File: src/rtl/mem_pkg.sv
// mem_pkg: shared RV32I load/store decode constants, fault encodings and FSM state for the MEM stage
package mem_pkg;
  localparam logic [6:0] OP_LOAD  = 7'b0000011;
  localparam logic [6:0] OP_STORE = 7'b0100011;
  localparam logic [2:0] F3_B  = 3'b000;
  localparam logic [2:0] F3_H  = 3'b001;
  localparam logic [2:0] F3_W  = 3'b010;
  localparam logic [2:0] F3_BU = 3'b100;
  localparam logic [2:0] F3_HU = 3'b101;
  typedef enum logic [1:0] {FC_MISALIGN = 2'b00, FC_ILLEGAL = 2'b01, FC_TIMEOUT = 2'b10} fault_cause_t;
  typedef enum logic [1:0] {IDLE, REQ, DONE} state_t;
endpackage

File: src/rtl/mem_access_unit_if.sv
// mem_access_unit_if: data-memory request bus with active-low ready
interface mem_access_unit_if #(parameter int ADDR_W = 32);
  logic              mem_req;
  logic              mem_we;
  logic [ADDR_W-1:0] mem_addr;
  logic [3:0]        mem_be;
  logic [31:0]       mem_wdata;
  logic              mem_ready_n;
  logic [31:0]       mem_rdata;
  modport master (output mem_req, mem_we, mem_addr, mem_be, mem_wdata, input mem_ready_n, mem_rdata);
  modport slave  (input mem_req, mem_we, mem_addr, mem_be, mem_wdata, output mem_ready_n, mem_rdata);
endinterface

File: src/rtl/load_ext.sv
// load_ext: byte/half lane select by address offset with sign or zero extension
module load_ext import mem_pkg::*; (
  input  logic [31:0] rdata,
  input  logic [2:0]  funct3,
  input  logic [1:0]  offset,
  output logic [31:0] data
);
  logic [7:0]  b;
  logic [15:0] h;
  assign b = rdata[{offset, 3'b000} +: 8];
  assign h = rdata[{offset[1], 4'b0000} +: 16];
  always_comb begin
    data = funct3 == F3_B  ? {{24{b[7]}}, b} :
           funct3 == F3_BU ? {24'b0, b} :
           funct3 == F3_H  ? {{16{h[15]}}, h} :
           funct3 == F3_HU ? {16'b0, h} : rdata;
  end
endmodule

File: src/rtl/mem_access_unit.sv
// mem_access_unit: MEM-stage load/store FSM holding a request until memory accepts it
// MEM_TIMEOUT_EN: abort a request after MAX_WAIT REQ cycles with a timeout fault
module mem_access_unit import mem_pkg::*; #(
  parameter int ADDR_W     = 32,
  parameter int MAX_WAIT   = 15,
  parameter int WAIT_CNT_W = 8
) (
  input  logic              clk,
  input  logic              rst,
  input  logic              issue_valid,
  input  logic [6:0]        opcode,
  input  logic [2:0]        funct3,
  input  logic [ADDR_W-1:0] addr,
  input  logic [31:0]       store_data,
  mem_access_unit_if.master mem,
  output logic              stall,
  output logic [31:0]       load_data,
  output logic              done,
  output logic              fault,
  output logic [1:0]        fault_cause
);
  state_t state, state_n;
  logic is_ld, is_st, legal, misal, accept, bad, tmo, to_q, we_q;
  logic [1:0] off_q;
  logic [2:0] f3_q;
  logic [3:0] be, be_q;
  logic [31:0] wdata, wdata_q, ext;
  logic [ADDR_W-1:0] addr_q;
  if (2 ** WAIT_CNT_W <= MAX_WAIT) begin : g_bad_cfg
    $error("WAIT_CNT_W too narrow for MAX_WAIT");
  end
  assign is_ld  = opcode == OP_LOAD;
  assign is_st  = opcode == OP_STORE;
  assign legal  = is_ld ? funct3 inside {F3_B, F3_H, F3_W, F3_BU, F3_HU} : funct3 inside {F3_B, F3_H, F3_W};
  assign misal  = (funct3[1:0] == 2'b01 && addr[0]) || (funct3[1:0] == 2'b10 && addr[1:0] != 2'b00);
  assign accept = state == IDLE && issue_valid && (is_ld || is_st) && legal && !misal;
  assign bad    = state == IDLE && issue_valid && (is_ld || is_st) && (!legal || misal);
  assign be     = funct3[1:0] == 2'b00 ? 4'b0001 << addr[1:0] :
                  funct3[1:0] == 2'b01 ? 4'b0011 << addr[1:0] : 4'b1111;
  assign wdata  = !is_st ? 32'b0 :
                  funct3[1:0] == 2'b00 ? {4{store_data[7:0]}} :
                  funct3[1:0] == 2'b01 ? {2{store_data[15:0]}} : store_data;
`ifdef MEM_TIMEOUT_EN
  logic [WAIT_CNT_W-1:0] wcnt;
  assign tmo = state == REQ && mem.mem_ready_n && wcnt == WAIT_CNT_W'(MAX_WAIT - 1);
  always_ff @(posedge clk) wcnt <= (rst || state != REQ) ? '0 : wcnt + 1'b1;
`else
  assign tmo = 1'b0;
`endif
  load_ext u_ext (.rdata(mem.mem_rdata), .funct3(f3_q), .offset(off_q), .data(ext));
  always_comb begin
    state_n = state == IDLE ? (accept ? REQ : IDLE) :
              state == REQ  ? ((!mem.mem_ready_n || tmo) ? DONE : REQ) : IDLE;
  end
  always_ff @(posedge clk) begin
    if (rst) begin
      state     <= IDLE;
      addr_q    <= '0;
      be_q      <= '0;
      wdata_q   <= '0;
      f3_q      <= '0;
      off_q     <= '0;
      we_q      <= 1'b0;
      to_q      <= 1'b0;
      load_data <= '0;
    end else begin
      state <= state_n;
      to_q  <= tmo;
      if (accept) begin
        addr_q  <= {addr[ADDR_W-1:2], 2'b00};
        be_q    <= be;
        wdata_q <= wdata;
        f3_q    <= funct3;
        off_q   <= addr[1:0];
        we_q    <= is_st;
      end
      if (state == REQ && !mem.mem_ready_n && !we_q) load_data <= ext;
    end
  end
  assign mem.mem_req   = state == REQ;
  assign mem.mem_we    = we_q;
  assign mem.mem_addr  = addr_q;
  assign mem.mem_be    = be_q;
  assign mem.mem_wdata = wdata_q;
  assign stall         = accept || state == REQ;
  assign done          = state == DONE;
  assign fault         = bad || (done && to_q);
  assign fault_cause   = !fault ? 2'b00 : (done && to_q) ? FC_TIMEOUT : !legal ? FC_ILLEGAL : FC_MISALIGN;
endmodule

File: src/flat_wrapper.sv
// flat-port wrapper written by rule: the top's interface ports become plain ports
module mem_access_unit_flat import mem_pkg::*;
#(
  parameter int ADDR_W     = 32,
  parameter int MAX_WAIT   = 15,
  parameter int WAIT_CNT_W = 8
)
  (clk, rst, issue_valid, opcode, funct3, addr, store_data, stall, load_data, done, fault, fault_cause, mem_mem_req, mem_mem_we, mem_mem_addr, mem_mem_be, mem_mem_wdata, mem_mem_ready_n, mem_mem_rdata);
  mem_access_unit_if #(.ADDR_W(ADDR_W)) mem_i ();
  input  logic clk;
  input  logic rst;
  input  logic issue_valid;
  input  logic [6:0] opcode;
  input  logic [2:0] funct3;
  input  logic [ADDR_W-1:0] addr;
  input  logic [31:0] store_data;
  output logic stall;
  output logic [31:0] load_data;
  output logic done;
  output logic fault;
  output logic [1:0] fault_cause;
  output wire logic [$bits(mem_i.mem_req)-1:0] mem_mem_req;
  output wire logic [$bits(mem_i.mem_we)-1:0] mem_mem_we;
  output wire logic [$bits(mem_i.mem_addr)-1:0] mem_mem_addr;
  output wire logic [$bits(mem_i.mem_be)-1:0] mem_mem_be;
  output wire logic [$bits(mem_i.mem_wdata)-1:0] mem_mem_wdata;
  input wire logic [$bits(mem_i.mem_ready_n)-1:0] mem_mem_ready_n;
  input wire logic [$bits(mem_i.mem_rdata)-1:0] mem_mem_rdata;
  assign mem_mem_req = mem_i.mem_req;
  assign mem_mem_we = mem_i.mem_we;
  assign mem_mem_addr = mem_i.mem_addr;
  assign mem_mem_be = mem_i.mem_be;
  assign mem_mem_wdata = mem_i.mem_wdata;
  assign mem_i.mem_ready_n = mem_mem_ready_n;
  assign mem_i.mem_rdata = mem_mem_rdata;
  mem_access_unit #(.ADDR_W(ADDR_W), .MAX_WAIT(MAX_WAIT), .WAIT_CNT_W(WAIT_CNT_W)) u_core (.clk(clk), .rst(rst), .issue_valid(issue_valid), .opcode(opcode), .funct3(funct3), .addr(addr), .store_data(store_data), .mem(mem_i), .stall(stall), .load_data(load_data), .done(done), .fault(fault), .fault_cause(fault_cause));
endmodule
File: config.mk
export PLATFORM = sky130hd
export DESIGN_NAME = mem_access_unit_flat
export DESIGN_NICKNAME = d
export VERILOG_FILES = /design/src/rtl/mem_pkg.sv /design/src/rtl/mem_access_unit_if.sv /design/src/rtl/load_ext.sv /design/src/rtl/mem_access_unit.sv /design/src/flat_wrapper.sv
export SDC_FILE = /design/constraint.sdc
export NUM_CORES = 1
export LEC_CHECK = 0
export BUFFER_PORTS_ARGS = -buffer_cell sky130_fd_sc_hd__buf_2
export CAP_MARGIN = 30
export CORE_MARGIN = 10
export CORE_UTILIZATION = 40
export DETAILED_ROUTE_END_ITERATION = 8
export PLACE_DENSITY_LB_ADDON = 0.05
export SLEW_MARGIN = 0
export SYNTH_ARGS = -nofsm -noshare
export SYNTH_HDL_FRONTEND = slang
export SYNTH_SLANG_ARGS = --single-unit
File: constraint.sdc
create_clock -name clk -period 3.7 [get_ports clk]
set_input_delay 0.37 -clock clk [delete_from_list [all_inputs] [get_ports clk]]
set_output_delay 0.37 -clock clk [all_outputs]
set_load 0.005 [all_outputs]
==> out/qor.csv, run 1 <==
metric;value;unit
crit_fanout;13;
grt-ovfl-total;0;
synth_cell_type_count;43;
tritoncts;built;
postCtsSetupBuffers;0;
powerDensity;372;nW/um2
hold_viol_final;0;
ys_top_cells_by_area;dfxtp_1, mux2i_1, o21ai_0;
vias;4770;
start_util;0.405;
rrSetupSlack;1.30;ns
tightest_slew;0.932;ns
h-tree-depth;3;
critPathKind;reg2out;
ctsHoldBuffers;0;
ios;217;
fin_util;0.522;
finalSetupViolations;0;
finalClockSkew;0.00877;ns
gp_congestion;0.838;
slew_headroom;0.376;
yosysWarnings;0;
whs_endpoint;u_core.state[1];
synth-edff-count;0;
fin_tns_setup;0;ns
final.period_utilization;0.704;
synth_ff_type;dfxtp_1;
min_from;mem_mem_ready_n;
power;2.31;mW
fp.dieH;130;um
cts_resized;0;
grt_pass1_wl;24.6;mm
std_cell_rows;40;
drv_cap;0;
synth_largest_area_cell;dfxtp_1;
crit_path_start_kind;register;
stdcell_count;867;
ys_ff_latch;106;
ys_seq_area_frac;0.440;
core;11900;um2
drive_above_1_share;0.354;
clk_pin_slew_worst_paths;0.07;ns
p_leak;2.81;nW
path_cells;nor4bb_1, nand4_1, buf_4, nor2_1, buf_2;
drc;0;
timing.rr.end;u_core.load_data[9];
ff2ff_path_depth;4;
dp_slack;1.10;ns
cts_made_buffers;9;
netlist.area_leader.share;0.440;
slowest_delay;0.53;ns
final_antenna_net_count;0;
clockRootBuffer;clkbuf_16;
rr_startpoint;u_core.off_q[1];
drv_slew;0;
grt_max_degree;76;
worst_hold_path.num_cells;2;
dp.cells;851;
vias_per_cell;5.50;
cpMaxStageDelayCell;nand4_1;
outcome;finished, final reports clean;
setup_slack;1.09;ns
port_buffers;213;
peakVddDrop;0.246;mV
avgSynthCellArea;9.01;um2
antenna_found_initial;1;
syn_to_final_growth;29.0;%
clockBufferDepth;2;
synth_cells;535;
drtIter0Drc;286;
hold_class;in2reg;
drtPass1Iterations;4;
nNetsFinal;829;
worst-endpoint-required;3.33;ns
crit_arrival;2.24;ns
async_reset_ff_frac;0;
antenna_cells;0;
cts_sinks;106;
syn-cell-area;4820;um2
wl_per_cell;18.4;um
dieArea;16800;um2
first_global_vias;4759;
end_kind;output pin;
nFillCells;1169;
period_needed;2.61;ns
worstSkewPairLatency;0.35;ns
die_w;130;um
rsz0062_at_grt;false;
dp_hpwl;11.8;mm
grt_usage;0.181;
max_freq;0.384;GHz
routed_wl;16.0;mm
[per-stage QoR]
step / hold slack (ns) / area [um2]
finish: 0.240 / 6220
global route: 0.244 / 6220
CTS: 0.232 / 6220
detailed placement: 0.441 / 5910
global placement: 0.439 / 5910
floorplan: 0.449 / 4830
[cell usage after synthesis, types with 2 or more instances]
| master | instances |
|---|---|
| nor2_1 | 44 |
| dfxtp_1 | 106 |
| o311a_1 | 7 |
| nand3_1 | 35 |
| a21oi_1 | 49 |
| o21ai_0 | 61 |
| clkbuf_1 | 34 |
| nor3_1 | 19 |
| a22o_1 | 16 |
| inv_1 | 5 |
| buf_4 | 4 |
| mux2i_1 | 34 |
| nor2b_1 | 3 |
| a211oi_1 | 16 |
| buf_2 | 17 |
| o21a_1 | 9 |
| mux4_2 | 8 |
| o2bb2ai_1 | 16 |
| ha_1 | 4 |
| a311oi_1 | 3 |
| a21o_1 | 2 |
| nand2b_1 | 3 |
| nand2_1 | 20 |
[power by group]
part	total (mW)	switching, mW	internal (mW)
Clock	0.978	0.435	0.543
Sequential	1.14	0.000768	1.14
Combinational	0.192	0.112	0.0803
[cell families after synthesis]
group	share of synthesized area
other	0.000778
AO/OA/AOI/OAI	0.249
flip-flops	0.440
AND/OR/NAND/NOR	0.132
adder cells (fa/ha/maj)	0.0104
multiplexers	0.110
buffers and inverters	0.0574
[layout make-up]
type / count / area, um2 / share of cell area
flip-flops and latches: 106 / 2120 / 0.341
repair buffers: 224 / 1150 / 0.185
multi-input cells: 369 / 2440 / 0.392
inverters: 5 / 18.8 / 0.00302
well taps: 147 / 184 / 0.0296
clock buffers: 10 / 239 / 0.0384
clock inverters: 6 / 66.3 / 0.0107
[registers in the layout (all words and copies together) (netlist names)]
signal                count
u_core.mem.mem_wdata     32
u_core.off_q              2
u_core.load_data         32
u_core.mem.mem_we         1
u_core.f3_q               3
u_core.mem.mem_addr      30
u_core.mem.mem_be         4
u_core.state              2
[worst max path at each step]
stage	depth (start not counted)	endpoint	slack, ns	from
2_1_floorplan	7	stall	1.82	addr[0]
3_3_place_gp	7	u_core.mem.mem_wdata[30]	1.16	funct3[1]
3_5_place_dp	7	u_core.mem.mem_wdata[25]	1.10	funct3[1]
4_1_cts	5	fault	1.06	u_core.state[1]
5_1_grt	5	fault	0.94	u_core.state[1]
6_report	5	fault	1.09	u_core.state[1]
[critical path: cells and delay by family, from the launching register on]
family | cells | cell delay, ns
DFF | 1 | 0.36
and+or+nand+nor | 3 | 1.02
buffers and inverters | 2 | 0.49
[layout by cell type (no fill, tap or decap), types with 2 or more instances in the layout]
master	netlist	routed
a211oi_1	16	16
a21o_1	2	2
a21oi_1	49	48
a22o_1	16	16
a311oi_1	3	3
buf_2	17	213
buf_4	4	11
clkbuf_16	0	9
clkinvlp_4	0	3
conb_1	1	3
dfxtp_1	106	106
ha_1	4	4
inv_1	5	5
mux2i_1	34	34
mux4_2	8	8
nand2_1	20	20
nand2b_1	3	3
nand3_1	35	35
nor2_1	44	44
nor2b_1	3	3
nor3_1	19	19
o21a_1	9	9
o21ai_0	61	61
o2bb2ai_1	16	16
o311a_1	7	7
[metal layers]
| layer | track usage | up-vias | wire length [um] |
|---|---|---|---|
| met5 | 0 | - | 7 |
| met1 | 0.220 | 2226 | 6810 |
| met4 | 0.0734 | 2 | 325 |
| li1 | - | 2312 | - |
| met2 | 0.284 | 204 | 7270 |
| met3 | 0.0694 | 26 | 1550 |
Note: power is estimated with default switching activity, not from simulation.
==> run 2, diff against run 1 <==
clock period = 2.4 ns   (was 3.7 ns; I/O delays follow)
==> run 2 against run 1 <==
Compared with the run above:
- count of clock-buffer cells in the layout shrank 1
- via count grew 0.67%
- sequential share of layout area shrank 0.55 points
- largest power group unchanged
==> out/qor.csv, run 2 (synthesis results as in run 1) <==
metric;value;unit;change
fp.dieH;130;um;unchanged
wl_per_cell;18.5;um;+0.50%
crit_fanout;40;;+27
worst_hold_path.num_cells;2;;unchanged
ctsHoldBuffers;0;;unchanged
die_w;130;um;unchanged
nFillCells;1155;;-1.2%
postCtsSetupBuffers;0;;unchanged
first_global_vias;4851;;+1.9%
crit_path_start_kind;register;;
p_seq_frac;0.482;;-0.012
clk_pin_slew_worst_paths;0.07;ns;about the same
cts_sinks;106;;unchanged
rsz0062_at_grt;false;;
grt_pass1_wl;24.9;mm;+1.3%
cts_resized;0;;unchanged
final_common_cell;buf_2;;
vias;4802;;+0.67%
drc;0;;unchanged
vias_per_cell;5.48;;-0.48%
routed_wl;16.2;mm;+1.7%
drtIter0Drc;352;;+23%
clockBufferDepth;2;;unchanged
nNetsFinal;839;;+1.2%
whs;0.135;ns;-0.105 ns
std_cell_rows;40;;unchanged
tritoncts;built;;
power;3.65;mW;+58%
cts_made_buffers;9;;unchanged
fin_tns_setup;0;ns;unchanged
grt_usage;0.183;;+0.00117
critPathKind;reg2out;;
syn_to_final_growth;31.2;%;
timing.rr.end;u_core.load_data[26];;
period_needed;2.19;ns;
finalClockSkew;0.00776;ns;-0.00101 ns
h-tree-depth;3;;unchanged
drtPass1Iterations;5;;+1
antenna_found_initial;1;;unchanged
stdcell_count;877;;+1.2%
antenna_cells;0;;unchanged
port_buffers;213;;unchanged
rrSetupSlack;0.51;ns;-0.79 ns
ff2ff_path_depth;4;;unchanged
crit_arrival;1.95;ns;-0.29 ns
drv_slew;0;;unchanged
hold_class;in2reg;;
register_area;2120;um2;unchanged
p_switching;0.845;mW;+54%
p_int;2.80;mW;+59%
min_from;mem_mem_ready_n;;
worst-endpoint-required;2.16;ns;-1.17 ns
grt-ovfl-total;0;;unchanged
pwr-share-comb;0.084;;about the same
clockPowerShare;0.433;;+0.010
drv_cap;0;;unchanged
multi_input_area;2440;um2;about the same
grt_max_degree;43;;-43%
dp.cells;861;;+1.2%
ios;217;;unchanged
dieArea;16800;um2;unchanged
outcome;finished, final reports clean;;
dp_hpwl;12.1;mm;+2.5%
start_util;0.405;;unchanged
whs_endpoint;u_core.state[1];;
gp_congestion;0.854;;+1.8%
clockRootBuffer;clkbuf_16;;
hold_viol_final;0;;unchanged
mostFrequentLayoutCells;buf_2, dfxtp_1, o21ai_0;;
peakVddDrop;0.311;mV;+26%
rr_startpoint;u_core.off_q[0];;
powerDensity;577;nW/um2;+55%
final.period_utilization;0.914;;
max_freq;0.456;GHz;
p_leak;2.88;nW;+2.3%
core;11900;um2;unchanged
p_sw_frac;0.232;;-0.00531
finalSetupViolations;0;;unchanged
end_kind;output pin;;
final_antenna_net_count;0;;unchanged
drive_above_1_share;0.364;;+0.0102
worstSkewPairLatency;0.34;ns;about the same
[run 2: cell count changes in the layout (fill, tap and decap cells not counted)]
cell        before  now
and4_1           1    0
and4_2           0    1
buf_12           0    1
buf_4           11   20
bufinv_16        1    2
clkbuf_8         1    0
clkinv_2         1    2
clkinvlp_4       3    2
[run 2: worst max-delay path, cell delays in order, from the launching register on]
cell,delay (ns)
dfxtp_1,0.35
nor4bb_1,0.38
and4_2,0.37
buf_12,0.23
nand2_1,0.10
nand2_1,0.07
buf_2,0.11
[run 2: how the worst max path moves through the flow]
stage / start / end / slack, ns / cells past startpoint
after floorplan: u_core.off_q[0] / u_core.load_data[8] / 0.64 / 6
after global placement: addr[0] / u_core.mem.mem_wdata[23] / 0.47 / 8
after detailed placement: addr[1] / u_core.mem.mem_wdata[18] / 0.38 / 8
after CTS: u_core.state[1] / stall / 0.15 / 6
after global routing: u_core.state[1] / stall / 0.04 / 6
final: u_core.state[1] / stall / 0.21 / 6
[run 2: power groups by stage]
stage	clock network, mW	registers, mW	logic (mW)
after floorplan	0	1.80	0.148
after global placement	0	1.80	0.300
after detailed placement	0	1.80	0.305
after CTS	1.62	1.76	0.306
after global routing	1.70	1.76	0.336
final	1.58	1.76	0.307
[run 2: final cells by class]
class | instances | area share
multi-input combinational | 369 | 0.386
sequential | 106 | 0.336
timing repair buffer | 234 | 0.196
clock buffer | 9 | 0.0356
tap | 147 | 0.0291
clock inverter | 7 | 0.0148
inverter | 5 | 0.00297
[run 2: per-layer routing]
| metal | routed length [um] | global-route usage | part of all wire | up-vias |
|---|---|---|---|---|
| met5 | 7 | 0 | 0.00043 | - |
| met4 | 214 | 0.0516 | 0.013 | 2 |
| met3 | 1640 | 0.0698 | 0.10 | 16 |
| met2 | 7660 | 0.294 | 0.47 | 179 |
| met1 | 6700 | 0.223 | 0.41 | 2275 |
| li1 | - | - | - | 2330 |
[run 2: stage by stage]
step,instance area (um2),setup WS (ns),utilization
final,6320,0.207,0.531
after detailed placement,6000,0.375,0.504
after global placement,6000,0.470,0.504
after global routing,6320,0.0365,0.531
after floorplan,4830,0.642,-
after CTS,6320,0.155,0.531
==> run 3, diff against run 2 <==
CELL_PAD_IN_SITES_DETAIL_PLACEMENT = 0   (was unset)
CELL_PAD_IN_SITES_GLOBAL_PLACEMENT = 1   (was unset)
CORE_UTILIZATION = 34   (was 40)
==> run 3 against run 2 <==
Compared with the run above:
- clock power is 6% lower
- first-iteration DRC count up 2.0%
- setup slack worse by 0.049 ns
- sequential cell count unchanged
- routed wire length rose by 4.8%
- fmax decreased by 2.2%
- power is 2.8% lower
- critical path depth down 1
- sequential power about the same
- core utilization fell by 7.3 points
- combinational power barely moved
- die area grew 15%
==> out/qor.csv, run 3 (synthesis results as in run 1) <==
metric;value;unit;change
outcome;finished, final reports clean;;
rsz0062_at_grt;false;;
ff2ff_path_depth;5;;+1
tritoncts;built;;
peakVddDrop;0.261;mV;-16%
setup_slack;0.159;ns;-0.0485 ns
final.period_utilization;0.934;;+0.0202
p_sw_frac;0.240;;+0.00814
p_int;2.70;mW;-3.8%
hold_class;in2reg;;
vias;4818;;+0.33%
crit_path_start_kind;register;;
std_cell_rows;43;;+7.5%
critPathKind;reg2out;;
final_antenna_net_count;0;;unchanged
dieArea;19300;um2;+15%
worstSkewPairLatency;0.35;ns;about the same
vias_per_cell;5.28;;-3.5%
die_w;139;um;+7.2%
dp_slack;0.257;ns;-0.119 ns
cts_sinks;106;;unchanged
drt-met1-wl;7.64;mm;+14%
h-tree-depth;3;;unchanged
period_needed;2.24;ns;+0.0485 ns
clockRootBuffer;clkbuf_16;;
slew_headroom;0.394;;
drtIter0Drc;359;;+2.0%
grt_max_degree;47;;+9.3%
ios;217;;unchanged
nNetsFinal;840;;+0.12%
worst_hold_path.num_cells;2;;unchanged
grt-ovfl-total;0;;unchanged
grt_usage;0.168;;-0.0145
gp_congestion;0.788;;-7.6%
drc;0;;unchanged
clockBufferDepth;2;;unchanged
grt_pass1_wl;26.9;mm;+8.1%
fin_tns_setup;0;ns;unchanged
core;13900;um2;+17%
highest_layer;met5;;
max_freq;0.446;GHz;-2.2%
fp.dieH;139;um;+7.2%
dp.cells;895;;+3.9%
p_switching;0.850;mW;+0.67%
drv_slew;0;;unchanged
tightest_slew;0.905;ns;
crit_arrival;2.00;ns;+0.05 ns
final_common_cell;buf_2;;
routed_wl;17.0;mm;+4.8%
worst-endpoint-required;2.16;ns;about the same
powerDensity;559;nW/um2;-3.2%
p_seq_frac;0.496;;+0.014
pwr-share-comb;0.086;;+0.002
stdcell_count;912;;+4.0%
drv_cap;0;;unchanged
syn_to_final_growth;31.7;%;
start_util;0.347;;-0.0574
p_leak;2.87;nW;-0.31%
crit_fanout;13;;-68%
dr_wl_met2;7.65;mm;-0.14%
first_global_vias;4959;;+2.2%
antenna_found_initial;2;;+1
met3_length;1.46;mm;-11%
finalSetupViolations;0;;unchanged
clk_pin_slew_worst_paths;0.07;ns;about the same
hold_viol_final;0;;unchanged
cts_made_buffers;9;;unchanged
finalClockSkew;0.00732;ns;-0.000446 ns
drtPass1Iterations;4;;-1
postCtsSetupBuffers;0;;unchanged
wl_per_cell;18.7;um;+0.81%
clockPowerShare;0.418;;-0.015
dp_hpwl;12.6;mm;+4.5%
port_buffers;213;;unchanged
mostFrequentLayoutCells;buf_2, dfxtp_1, o21ai_0;;
end_kind;output pin;;
drive_above_1_share;0.364;;-0.000498
run 3: cell count changes in the layout (fill, tap and decap cells not counted), sizes merged:
cell,change
clkbuf,+2
buf,+1
bufinv,-1
clkinv,-1
diode,+1
run 3: repair_timing:
action,4_1_cts,5_1_grt
hold endpoints to repair,0,0
endpoints found under the setup margin,0,2
hold buffers,0,0
gates resized for setup,0,2
run 3: metrics by stage:
step	hold slack (ns)	util	power, mW	area [um2]
after floorplan	0.319	-	1.95	4830
after global placement	0.440	0.436	2.10	6050
after detailed placement	0.443	0.436	2.11	6050
after CTS	0.118	0.457	3.59	6340
after global routing	0.128	0.457	3.69	6350
final	0.130	0.457	3.55	6350
run 3: routing by layer:
metal	vias to the layer above	track usage
li1	2331	-
met1	2298	0.211
met3	20	0.0671
met2	167	0.255
met4	2	0.0588
met5	-	0
run 3: power groups by stage:
| stage | Clock [mW] | Sequential, mW | Combinational (mW) |
|---|---|---|---|
| after CTS | 1.52 | 1.76 | 0.306 |
| after detailed placement | 0 | 1.80 | 0.305 |
| final | 1.48 | 1.76 | 0.306 |
| after global placement | 0 | 1.80 | 0.301 |
| after global routing | 1.59 | 1.76 | 0.340 |
| after floorplan | 0 | 1.80 | 0.148 |
run 3: worst max-delay path: stages (launching register included):
cell,delay (ns)
dfxtp_1,0.36
nor4bb_2,0.35
nand4_1,0.41
buf_4,0.33
nor2_1,0.09
buf_2,0.11
run 3: cell type report:
type,count,area (um2)
fill,1451,7530
multi-input combinational,369,2450
sequential,106,2120
timing repair buffer,235,1240
clock buffer,11,233
tap,180,225
clock inverter,5,55.1
inverter,5,18.8
antenna,1,2.50
run 3: path summary, 6_finish.rpt:
| check | start | to | slack (ns) |
|---|---|---|---|
| setup / recovery | u_core.state[1] | fault | 0.16 |
| hold / removal | mem_mem_ready_n | u_core.state[1] | 0.13 |
| setup reg to reg | u_core.off_q[0] | u_core.load_data[11] | 0.53 |
| hold reg to reg | u_core.mem.mem_wdata[17] | u_core.mem.mem_wdata[17] | 0.46 |
